File: config.mk
export PLATFORM = sky130hd
export DESIGN_NAME = pkt_frame_arbiter
export DESIGN_NICKNAME = d
export VERILOG_FILES = /design/src/rtl/pkt_frame_arbiter.sv
export SDC_FILE = /design/constraint.sdc
export NUM_CORES = 1
export LEC_CHECK = 0
export CORE_AREA = 3 3 71 56
export DETAILED_ROUTE_END_ITERATION = 6
export DIE_AREA = 0 0 74 59
export PLACE_DENSITY_LB_ADDON = 0.15
export SLEW_MARGIN = 20
export SYNTH_ARGS = -nofsm -noshare
export SYNTH_HDL_FRONTEND = slang
export SYNTH_SLANG_ARGS = --single-unit
File: constraint.sdc
create_clock -name clock -period 2.5 [get_ports clock]
set_input_delay 0.25 -clock clock [delete_from_list [all_inputs] [get_ports clock]]
set_output_delay 0.25 -clock clock [all_outputs]
set_load 0.03 [all_outputs]
File: src/rtl/pkt_frame_arbiter.sv
// Two-requester whole-packet arbiter with round-robin fairness,
// max-length truncation and stray-beat draining while idle.
module pkt_frame_arbiter #(
  parameter int DATA_W    = 8,
  parameter int MAX_BEATS = 16,
  parameter int CNT_W     = 8
) (
  input  logic              clock,
  input  logic              reset,
  input  logic              req0_valid,
  input  logic              req0_head,
  input  logic              req0_tail,
  input  logic [DATA_W-1:0] req0_data,
  output logic              req0_ready,
  input  logic              req1_valid,
  input  logic              req1_head,
  input  logic              req1_tail,
  input  logic [DATA_W-1:0] req1_data,
  output logic              req1_ready,
  output logic              out_valid,
  output logic              out_head,
  output logic              out_tail,
  output logic [DATA_W-1:0] out_data,
  output logic [1:0]        gnt,
  output logic              abort,
  output logic [CNT_W-1:0]  drop_cnt
);

  typedef enum logic [1:0] {
    IDLE,
    XFER0,
    XFER1
  } state_t;

  localparam logic [7:0] LAST = 8'(MAX_BEATS - 1);

  state_t            state;
  state_t            state_nx;
  logic              last_gnt;
  logic              last_gnt_nx;
  logic [7:0]        cnt;
  logic [7:0]        cnt_nx;
  logic              cand0;
  logic              cand1;
  logic              win0;
  logic              win1;
  logic              stray0;
  logic              stray1;
  logic              fwd;
  logic              fwd_head;
  logic              fwd_tail;
  logic [DATA_W-1:0] fwd_data;
  logic              trunc;
  logic [CNT_W:0]    drop_sum;

  assign cand0 = req0_valid & req0_head;
  assign cand1 = req1_valid & req1_head;
  assign gnt   = {state == XFER1, state == XFER0};

  always_comb begin
    state_nx    = state;
    last_gnt_nx = last_gnt;
    cnt_nx      = cnt;
    req0_ready  = 1'b0;
    req1_ready  = 1'b0;
    win0        = 1'b0;
    win1        = 1'b0;
    stray0      = 1'b0;
    stray1      = 1'b0;
    fwd         = 1'b0;
    fwd_head    = 1'b0;
    fwd_tail    = 1'b0;
    fwd_data    = '0;
    trunc       = 1'b0;
    unique case (state)
      IDLE: begin
        // last_gnt holds the previous winner; the other side wins a tie
        win0       = cand0 & (~cand1 | last_gnt);
        win1       = cand1 & (~cand0 | ~last_gnt);
        stray0     = req0_valid & ~req0_head;
        stray1     = req1_valid & ~req1_head;
        req0_ready = win0 | stray0;
        req1_ready = win1 | stray1;
        if (win0) begin
          fwd         = 1'b1;
          fwd_head    = 1'b1;
          fwd_tail    = req0_tail;
          fwd_data    = req0_data;
          last_gnt_nx = 1'b0;
          cnt_nx      = 8'd1;
          if (!req0_tail) state_nx = XFER0;
        end else if (win1) begin
          fwd         = 1'b1;
          fwd_head    = 1'b1;
          fwd_tail    = req1_tail;
          fwd_data    = req1_data;
          last_gnt_nx = 1'b1;
          cnt_nx      = 8'd1;
          if (!req1_tail) state_nx = XFER1;
        end
      end
      XFER0: begin
        req0_ready = 1'b1;
        if (req0_valid) begin
          fwd      = 1'b1;
          fwd_data = req0_data;
          trunc    = ~req0_tail & (cnt == LAST);
          fwd_tail = req0_tail | trunc;
          cnt_nx   = cnt + 8'd1;
          if (fwd_tail) state_nx = IDLE;
        end
      end
      XFER1: begin
        req1_ready = 1'b1;
        if (req1_valid) begin
          fwd      = 1'b1;
          fwd_data = req1_data;
          trunc    = ~req1_tail & (cnt == LAST);
          fwd_tail = req1_tail | trunc;
          cnt_nx   = cnt + 8'd1;
          if (fwd_tail) state_nx = IDLE;
        end
      end
      default: state_nx = IDLE;
    endcase
    if (!reset) begin
      req0_ready = 1'b0;
      req1_ready = 1'b0;
    end
  end

  assign drop_sum = {1'b0, drop_cnt}
                  + {{CNT_W{1'b0}}, stray0}
                  + {{CNT_W{1'b0}}, stray1};

  always_ff @(posedge clock) begin
    if (!reset) begin
      state     <= IDLE;
      last_gnt  <= 1'b1;
      cnt       <= '0;
      out_valid <= 1'b0;
      out_head  <= 1'b0;
      out_tail  <= 1'b0;
      out_data  <= '0;
      abort     <= 1'b0;
      drop_cnt  <= '0;
    end else begin
      state     <= state_nx;
      last_gnt  <= last_gnt_nx;
      cnt       <= cnt_nx;
      out_valid <= fwd;
      out_head  <= fwd_head;
      out_tail  <= fwd_tail;
      out_data  <= fwd_data;
      abort     <= trunc;
      drop_cnt  <= drop_sum[CNT_W] ? '1 : drop_sum[CNT_W-1:0];
    end
  end

endmodule

---- Yosys cells after proc, flatten, opt, wreduce, memory -nomap -nowiden ----
Index checks and enable logic that the tools add are counted.
storage, ports and cells
  register bits ........................... 31
  input port bits ......................... 24
operators by class
  add/subtract/negate cells ............... 3
  equal/unequal tests ..................... 10
  muxes and demuxes ....................... 41
  bitwise gates (word level) .............. 21
  reductions and logical operators ........ 7
operators with widths
  cell                   number
  $mux W8                9
  $pmux W8 S3            2
  $mux W1                16
  $mux W2                8
  $add A8 B1 Y9          1
  $add A9 B1 Y9          1
  $ne A3 B3 Y1 const B   3
  $add A8 B1 Y8 const B  1
  $and A1 B1 Y1          8
  $eq A8 B4 Y1 const B   1
  $not A1 Y1             7
  $reduce_and A7 Y1      1
  $or A1 B1 Y1           6
  $pmux W1 S2            3
  $pmux W1 S3            2
  $pmux W2 S3            1
  $ne A2 B1 Y1 const B   2
  $ne A2 B2 Y1 const B   2
  $reduce_and A2 Y1      2
  $reduce_and A4 Y1      1
  $reduce_bool A3 Y1     1
  $eq A2 B1 Y1 const B   1
  $eq A2 B2 Y1 const B   1
  $logic_not A2 Y1       1
  $reduce_bool A2 Y1     1

---- Logic depth before layout (Yosys ltp) ----
Gate-level depths: netlist (run 1).
  word-level depth ........................ 7
  depth in mapped cells ................... 10
  depth with buffers taken out ............ 9

---- Least setup slack after synthesis (run 1) ----
OpenSTA, ideal clock, no wires.
  path type ............................... reg2reg
  start ................................... reg state[0]
  end ..................................... reg drop_cnt[0]
  library setup time ...................... 0.071 ns
  arrival time ............................ 2.106 ns
  data required time ...................... 2.429 ns
  slack ................................... 0.323 ns
  stages on the path, launching flop included .. 11
  path buffers ............................ 1
  period minus slack after synthesis ...... 2.177 ns
  cells stage by stage .................... dfxtp_1 > inv_1 > ha_1 > clkbuf_1 > nand3b_1 > fa_1 > inv_1 > ha_1 > and3_1 > nand3_1 > a21oi_1
on the way
  cells in the longest elaborated chain, start to end .. 5
  elaborated cells on any way between the ends .. 6
RTL lines
  what                    line  text
  start, declared         37    state_t state;
  start signal, assigned  148   state <= state_nx;
  $logic_not A2 Y1 (*)    75    unique case (state)
  $mux W1                 75
  $add A8 B1 Y9           133   + {{CNT_W{1'b0}}, stray0}
  $add A9 B1 Y9 (*)       134   + {{CNT_W{1'b0}}, stray1};
  $mux W8 (*)             156   drop_cnt <= drop_sum[CNT_W] ? '1 : drop_sum[CNT_W-1:0];
  end signal, assigned    156
  end, declared           26    output logic [CNT_W-1:0] drop_cnt
Every way passes the cells marked *; elsewhere a longest branch is shown, timed or not.
A chain may end at the register's enable or synchronous reset.

---- Final worst setup path (run 1) ----
  start ................................... reg state[0]
  end ..................................... out req0_ready
on the way
  cells in the longest elaborated chain, start to end .. 3
  elaborated cells on any way between the ends .. 4
RTL lines
  what                                              line  text
  $eq A2 B1 Y1 or $logic_not A2 Y1 (tied branches)  75
  $pmux W1 S2 (*)                                   75
  $mux W1 (*)                                       126   if (!reset) begin
  end, declared                                     14    output logic req0_ready,
Marked as above.

==> results.py, run 1 <==
metrics = {
    "cts": {
        "ctsResizeCount": 0,
        "cts_buffers": 5,
        "postCtsHoldBufs": 0,
        "clk_pin_slew_ns": 0.06,
        "cts_tree": "built",
        "clkLatencyLatePin_ns": 0.28,
        "root_buffer": "clkbuf_8",
        "cts_sinks": 31,
        "clockBufferDepth": 2,
        "htree_levels": 2,
        "post-cts-setup-buffers": 0,
    },
    "yosys": {
        "yosysTopAreaCell": "dfxtp_1",
        "synth_area_mm2": 0.00148,
        "syn_inst": 169,
        "netlist_top_cells_count": "dfxtp_1 (31), nor2_1 (17), nand2_1 (16), a21oi_1 (10)",
        "synth_edf_count": 0,
        "yosysSeqAreaShare_pct": 42.0,
        "async_flop_share_pct": 0,
        "synth-main-ff-cell": "dfxtp_1",
        "synth_cell_types": 37,
        "synth_top_area_share_pct": 42.0,
        "ys_warn_count": 0,
        "synthTopCellsByArea": "dfxtp_1 (42%), ha_1 (5.9%), nor2_1 (4.3%), a22oi_1 (4.1%), nand2_1 (4.1%)",
        "synth_most_common_cell": "dfxtp_1",
        "syn_area_per_cell_um2": 8.74,
        "ys_seq_elements": 31,
        "syn_nets": 201,
    },
    "cells_and_area": {
        "syn2layout_area_growth_pct": 44.5,
        "fin_nets": 257,
        "fin_util_pct": 64.4,
        "diodes": 0,
        "drive_gt1_share_pct": 7.96,
        "fillCellCount": 274,
    },
    "pwr": {
        "pwr_density_cell_mw_per_mm2": 803,
        "peakVddDrop_mv": 0.518,
        "leakage_nw": 0.851,
        "finalPower_mw": 1.71,
    },
    "timing": {
        "fin_crit_sh_pct": 93.4,
        "rsz0062_at_grt": "no",
        "hold_viol": 0,
        "setup_tns_ns": 0,
        "slew_headroom_pct": 66.6,
        "fin_crit_ns": 2.33,
        "setup_viol": 0,
        "tightest_slew_ns": 0.501,
        "max_freq_mhz": 428,
        "slew_violations": 0,
        "fin_skew_ns": 0.00504,
    },
    "worst_setup_path": {
        "max_stage_delay_ns": 0.70,
        "crit_fanout": 5,
        "cp_slowest_cell": "clkdlybuf4s50_1",
        "cp.arrival_ns": 2.08,
        "rr_worst_depth": 9,
        "cp.required_ns": 2.25,
        "crit_chain": "inv_1 > ha_1 > buf_4 > o21ai_0 > a21oi_1 > clkdlybuf4s50_1",
        "end_kind": "output pin",
        "worstSetupPathType": "register to output pin",
        "startpoint_type": "register",
    },
    "route": {
        "detail-route-antenna-nets": 0,
        "via_count": 1460,
        "remaining_drc_errors": 0,
        "dr.first_iter.drc_count": 85,
        "drt-pass1-iter-count": 4,
        "routed_wirelength_um": 3810,
        "vias_per_cell": 5.49,
        "wl_per_cell_um": 14.3,
    },
    "grt": {
        "overflow": 0,
        "grt_max_degree": 12,
        "grt_pass1_wl_um": 6200,
        "grt_pass1_vias": 1373,
        "antenna_found_initial": 0,
        "grt_usage_pct": 18.9,
    },
    "run_status": {
        "status": "complete, no violations",
    },
    "floorplan": {
        "io_pins": 48,
        "die_area_mm2": 0.00437,
        "rows": 18,
        "core_region_area_mm2": 0.00331,
        "die_x_um": 74,
        "initial_core_util_pct": 44.6,
        "die_y_um": 59,
    },
    "min_path": {
        "hold_path_class": "register to register",
        "hold_path_depth": 2,
    },
    "placement": {
        "port_buffers": 47,
        "hpwl_um": 2930,
        "gp_congestion": 0.877,
    },
    "job": {
        "cap_violations": 0,
    },
}
[final cells by class]
type,count,area (um^2),share of cell area [%]
sequential,31,621,29.1
inverter,9,33.8,1.58
tap,40,50.0,2.35
timing repair buffer,54,526,24.6
multi-input combinational,124,803,37.7
clock buffer,8,100,4.69
[flip-flops by register name, indices dropped and copies added, names as in the netlist]
signal,cells
abort,1
out_data,8
cnt,8
out_head,1
out_valid,1
out_tail,1
state,2
drop_cnt,8
last_gnt,1
[cells in the final DEF, fill, tap and decap left out, drive strengths merged, types with 2 or more instances in the layout]
master and instances:
a21oi 10, o21ai 3, xor2 3, o22ai 3, and3 4, mux2i 3
nand2b 2, nor3 5, dfxtp 31, inv 9, nor2 18, nor2b 3
nand4 2, xnor2 6, a22o 3, a21bo 2, clkbuf 8, clkdlybuf4s50 46
buf 7, nand3 9, a22oi 8, a31oi 2, nand2 16, nor4 2
ha 7, nand3b 3
[critical path: cells and delay by family, from the launching register on]
kind / cells / cell delay (ns)
flops: 1 / 0.34
buf+inv: 3 / 0.97
compound gates: 2 / 0.27
fa+ha+maj: 1 / 0.21
[where the power goes]
group | internal (mW) | switching (mW)
Combinational | 0.299 | 0.398
Clock | 0.251 | 0.176
Sequential | 0.554 | 0.0350
[final timing paths]
path | slack, ns | start | end
min reg2reg | 0.52 | cnt[1] | cnt[1]
min | 0.52 | cnt[1] | cnt[1]
max | 0.17 | state[0] | req0_ready
max reg2reg | 0.31 | state[0] | drop_cnt[0]
[layer usage]
metal	vias up	wire (um)	global-route usage, %
li1	717	-	-
met1	662	1700	24.2
met2	72	1730	28.9
met3	9	297	5.08
met4	0	87	10.1
met5	-	0	0
[metrics by stage]
step           area (um^2)  hold WS [ns]  cells  worst slack [ns]
2_1_floorplan         1480         0.398    169             0.323
3_3_place_gp          2030         0.484    258             0.112
3_5_place_dp          2030         0.506    258            0.0589
4_1_cts               2130         0.513    266            0.0745
5_1_grt               2130         0.545    266            0.0213
6_report              2130         0.517    266             0.165
[kinds of logic (layout without fill, tap and decap cells)]
logic type,Yosys count,in the layout,synth area share (%)
AO/OA/AOI/OAI,37,37,17.3
flip-flops,31,31,42.0
buffers and inverters,14,71,3.56
AND/OR/NAND/NOR,67,67,22.2
adder cells (fa/ha/maj),8,8,7.29
XOR/XNOR,9,9,5.34
multiplexers,3,3,2.29
Power figures use the tool's default switching activity.
==> run 2, diff against run 1 <==
Settings changed: CAP_MARGIN set to 20, CORE_AREA 3 3 71 56 to 3 3 68 54, DIE_AREA 0 0 74 59 to 0 0 71 57.
Clock period 2.5 ns to 2.8 ns, I/O delays scaled along.
==> results.py, run 2 (synthesis results as in run 1) <==
metrics = {
    "run_status": {
        "status": "complete, no violations",
    },
    "cts": {
        "cts_buffers": 5,
        "clk_pin_slew_ns": 0.06,
        "clockBufferDepth": 2,
        "cts_sinks": 31,
        "cts_tree": "built",
        "root_buffer": "clkbuf_8",
        "clkLatencyLatePin_ns": 0.28,
        "htree_levels": 2,
        "ctsResizeCount": 0,
        "postCtsHoldBufs": 0,
        "post-cts-setup-buffers": 0,
    },
    "worst_setup_path": {
        "cp.arrival_ns": 2.34,
        "max_stage_delay_ns": 0.69,
        "startpoint_type": "register",
        "crit_chain": "inv_1 > ha_1 > nand4_1 > a21bo_2 > a21oi_1 > clkdlybuf4s50_1",
        "cp_slowest_cell": "clkdlybuf4s50_1",
        "crit_fanout": 7,
        "cp.required_ns": 2.52,
        "worstSetupPathType": "register to output pin",
        "end_kind": "output pin",
    },
    "timing": {
        "tightest_slew_ns": 0.770,
        "max_freq_mhz": 382,
        "rsz0062_at_grt": "no",
        "fin_crit_sh_pct": 93.5,
        "setup_tns_ns": 0,
        "hold_viol": 0,
        "fin_skew_ns": 0.00305,
        "slew_headroom_pct": 48.2,
        "setup_viol": 0,
        "fin_crit_ns": 2.62,
        "slew_violations": 0,
    },
    "grt": {
        "grt_usage_pct": 19.7,
        "antenna_found_initial": 0,
        "grt_pass1_vias": 1328,
        "grt_max_degree": 12,
        "overflow": 0,
        "grt_pass1_wl_um": 6230,
    },
    "pwr": {
        "leakage_nw": 0.807,
        "finalPower_mw": 1.51,
        "pwr_density_cell_mw_per_mm2": 725,
        "peakVddDrop_mv": 0.459,
    },
    "cells_and_area": {
        "reg_top3": "cnt (8), drop_cnt (8), out_data (8)",
        "final_common_cell": "clkdlybuf4s50_1",
        "syn2layout_area_growth_pct": 41.1,
        "drive_gt1_share_pct": 5.45,
        "diodes": 0,
        "final_cell_mix": "clkdlybuf4s50_1 (47), dfxtp_1 (31), nor2_1 (17), nand2_1 (16), a21oi_1 (10)",
        "fin_nets": 251,
    },
    "route": {
        "vias_per_cell": 5.51,
        "routed_wirelength_um": 3870,
        "wl_per_cell_um": 15.0,
        "remaining_drc_errors": 0,
        "via_count": 1421,
        "drt-pass1-iter-count": 4,
        "dr.first_iter.drc_count": 92,
        "detail-route-antenna-nets": 0,
    },
    "floorplan": {
        "die_x_um": 71,
        "rows": 17,
        "core_region_area_mm2": 0.00298,
        "initial_core_util_pct": 49.6,
        "die_area_mm2": 0.00405,
        "io_pins": 48,
        "die_y_um": 57,
    },
    "placement": {
        "port_buffers": 47,
        "gp_congestion": 0.896,
        "hpwl_um": 2920,
    },
    "min_path": {
        "hold_path_class": "register to register",
    },
    "job": {
        "cap_violations": 0,
    },
}
## run 2: critical path: cells and delay by family, from the launching register on
family / cells / cell delay (ns)
DFF: 1 / 0.34
adders and majority gates: 1 / 0.33
AOI/OAI and AO/OA: 2 / 0.39
buffers and inverters: 2 / 0.80
and+or+nand+nor: 1 / 0.20
## run 2: through the flow
stage          hold slack [ns]  utilization, %  setup slack, ns  area, um^2  instances
6_report                 0.510            70.0            0.183        2080        258
5_1_grt                  0.531            70.0           0.0287        2080        258
4_1_cts                  0.511            70.0            0.181        2080        258
3_5_place_dp             0.499            66.6            0.247        1980        250
3_3_place_gp             0.483            66.6            0.325        1980        250
2_1_floorplan            0.428               -            0.623        1480        169
## run 2: final cells by class
type                            count  area [um^2]
Fill cell                         245          895
Tap cell                           38         47.5
Clock buffer                        8          100
Multi-Input combinational cell    124          803
Sequential cell                    31          621
Inverter                            9         33.8
Timing Repair Buffer               48          478
## run 2: worst paths after layout
check / start / to / slack [ns] / cells past startpoint
max: state[0] / req1_ready / 0.18 / 6
min: cnt[1] / cnt[1] / 0.51 / 2
max reg2reg: state[0] / drop_cnt[1] / 0.41 / 9
min reg2reg: cnt[1] / cnt[1] / 0.51 / 2
## run 2: layer usage
layer	routed length [um]	global-route usage, %	part of all wire [%]	up-vias
li1	-	-	-	698
met1	1680	25.2	43	650
met5	0	0	0	-
met2	1770	31.7	46	69
met3	396	6.34	10	4
met4	28	6.70	0.72	0
## run 2: where the power goes
group	internal [mW]	switching, mW	total (mW)
registers	0.495	0.0303	0.525
clock network	0.224	0.157	0.381
logic	0.246	0.359	0.605
==> run 3, diff against run 2 <==
Settings changed: CORE_AREA 3 3 68 54 to 2 2 67 53, DIE_AREA 0 0 71 57 to 0 0 69 55, GPL_ROUTABILITY_DRIVEN set to 1.
==> results.py, run 3 (synthesis results as in run 1) <==
metrics = {
    "min_path": {
        "hold_path_class": "register to register",
    },
    "placement": {
        "port_buffers": 47,
        "hpwl_um": 2720,
        "gp_congestion": 0.873,
        "pre_cts_slack_ns": 0.252,
        "dpl_cell_area_mm2": 0.00199,
    },
    "worst_setup_path": {
        "cp.arrival_ns": 2.28,
        "crit_chain": "inv_1 > ha_2 > nand4_1 > a21bo_2 > a21oi_1 > clkdlybuf4s50_1",
        "startpoint_type": "register",
        "cp.required_ns": 2.52,
        "worstSetupPathType": "register to output pin",
        "crit_fanout": 7,
        "end_kind": "output pin",
        "max_stage_delay_ns": 0.68,
        "crit_buf_inv": 2,
        "cpLargestDelayFamily": "buffers and inverters",
        "cp_slowest_cell": "clkdlybuf4s50_1",
        "reg2reg_slack_ns": 0.47,
    },
    "route": {
        "wl_per_cell_um": 14.0,
        "detail-route-antenna-nets": 0,
        "vias_per_cell": 5.38,
        "via_count": 1400,
        "remaining_drc_errors": 0,
        "routed_wirelength_um": 3630,
        "dr.first_iter.drc_count": 85,
        "drt-pass1-iter-count": 4,
    },
    "floorplan": {
        "initial_core_util_pct": 46.8,
        "die_x_um": 69,
        "die_area_mm2": 0.00380,
        "die_y_um": 55,
        "rows": 18,
        "core_region_area_mm2": 0.00315,
        "io_pins": 48,
    },
    "timing": {
        "fin_crit_ns": 2.56,
        "slew_headroom_pct": 51.5,
        "rsz0062_at_grt": "no",
        "max_freq_mhz": 391,
        "fin_skew_ns": 0.00461,
        "final.setup.worst_slack_ns": 0.242,
        "fin_crit_sh_pct": 91.4,
        "tightest_slew_ns": 0.721,
        "setup_tns_ns": 0,
        "hold_viol": 0,
        "slew_violations": 0,
        "setup_viol": 0,
    },
    "cts": {
        "post-cts-setup-buffers": 0,
        "htree_levels": 2,
        "ctsResizeCount": 0,
        "cts_tree": "built",
        "clkLatencyLatePin_ns": 0.29,
        "postCtsHoldBufs": 0,
        "clockBufferDepth": 2,
        "clk_pin_slew_ns": 0.07,
        "cts_sinks": 31,
        "cts_buffers": 5,
        "root_buffer": "clkbuf_8",
    },
    "cells_and_area": {
        "postLayoutCellArea_mm2": 0.00211,
        "final_common_cell": "clkdlybuf4s50_1",
        "final_cell_mix": "clkdlybuf4s50_1 (47), dfxtp_1 (31), nor2_1 (17), nand2_1 (16), a21oi_1 (10)",
        "drive_gt1_share_pct": 6.36,
        "diodes": 0,
        "syn2layout_area_growth_pct": 42.6,
        "reg_top3": "cnt (8), drop_cnt (8), out_data (8)",
        "fin_nets": 251,
    },
    "grt": {
        "antenna_found_initial": 0,
        "grt_max_degree": 12,
        "overflow": 0,
        "grt_usage_pct": 19.6,
        "grt_pass1_wl_um": 5700,
        "grt_pass1_vias": 1250,
    },
    "pwr": {
        "swShare_pct": 34.5,
        "leakage_nw": 0.815,
        "pwr_density_cell_mw_per_mm2": 747,
        "clkPwrFrac_pct": 28.9,
        "p_int_mw": 1.03,
        "finalPower_mw": 1.57,
        "seqPwrFrac_pct": 33.3,
        "p_switching_mw": 0.543,
        "peakVddDrop_mv": 0.472,
        "comb_power_share_pct": 37.7,
    },
    "job": {
        "cap_violations": 0,
    },
    "run_status": {
        "status": "complete, no violations",
    },
}
run 3: worst min-delay path: stages (launching register included):
cell and delay (ns):
dfxtp_1 0.33, nand2_1 0.06, nand3_1 0.06
run 3: final timing paths:
path | to | depth (start not counted) | start
setup / recovery | req1_ready | 6 | state[0]
hold / removal | last_gnt | 2 | last_gnt
setup reg to reg | drop_cnt[3] | 9 | state[0]
hold reg to reg | last_gnt | 2 | last_gnt
run 3: cell type report:
type | instances | area (um^2)
fill | 268 | 1050
multi-input combinational | 124 | 806
sequential | 31 | 621
timing repair buffer | 48 | 478
clock buffer | 6 | 82.6
tap | 40 | 50.0
clock inverter | 2 | 35.0
inverter | 9 | 33.8
run 3: power by group through the flow:
stage               registers [mW]  logic (mW)  clock network, mW
floorplan                    0.600       0.316                  0
global placement             0.532       0.582                  0
detailed placement           0.534       0.592                  0
CTS                          0.525       0.594              0.464
global route                 0.531       0.650              0.489
finish                       0.524       0.594              0.455
run 3: per-layer routing:
layer	share of wire, %	global-route usage [%]	vias up	wire, um
li1	-	-	701	-
met5	0	0	-	0
met3	7.6	8.15	5	277
met1	47	24.8	645	1710
met2	44	31.6	49	1610
met4	0.94	4.90	0	34
run 3: stage by stage:
| stage | hold WS (ns) | instances | utilization (%) |
|---|---|---|---|
| floorplan | 0.428 | 169 | - |
| global placement | 0.486 | 252 | 63.0 |
| detailed placement | 0.491 | 252 | 63.0 |
| CTS | 0.500 | 260 | 66.7 |
| global route | 0.511 | 260 | 66.8 |
| finish | 0.499 | 260 | 66.8 |
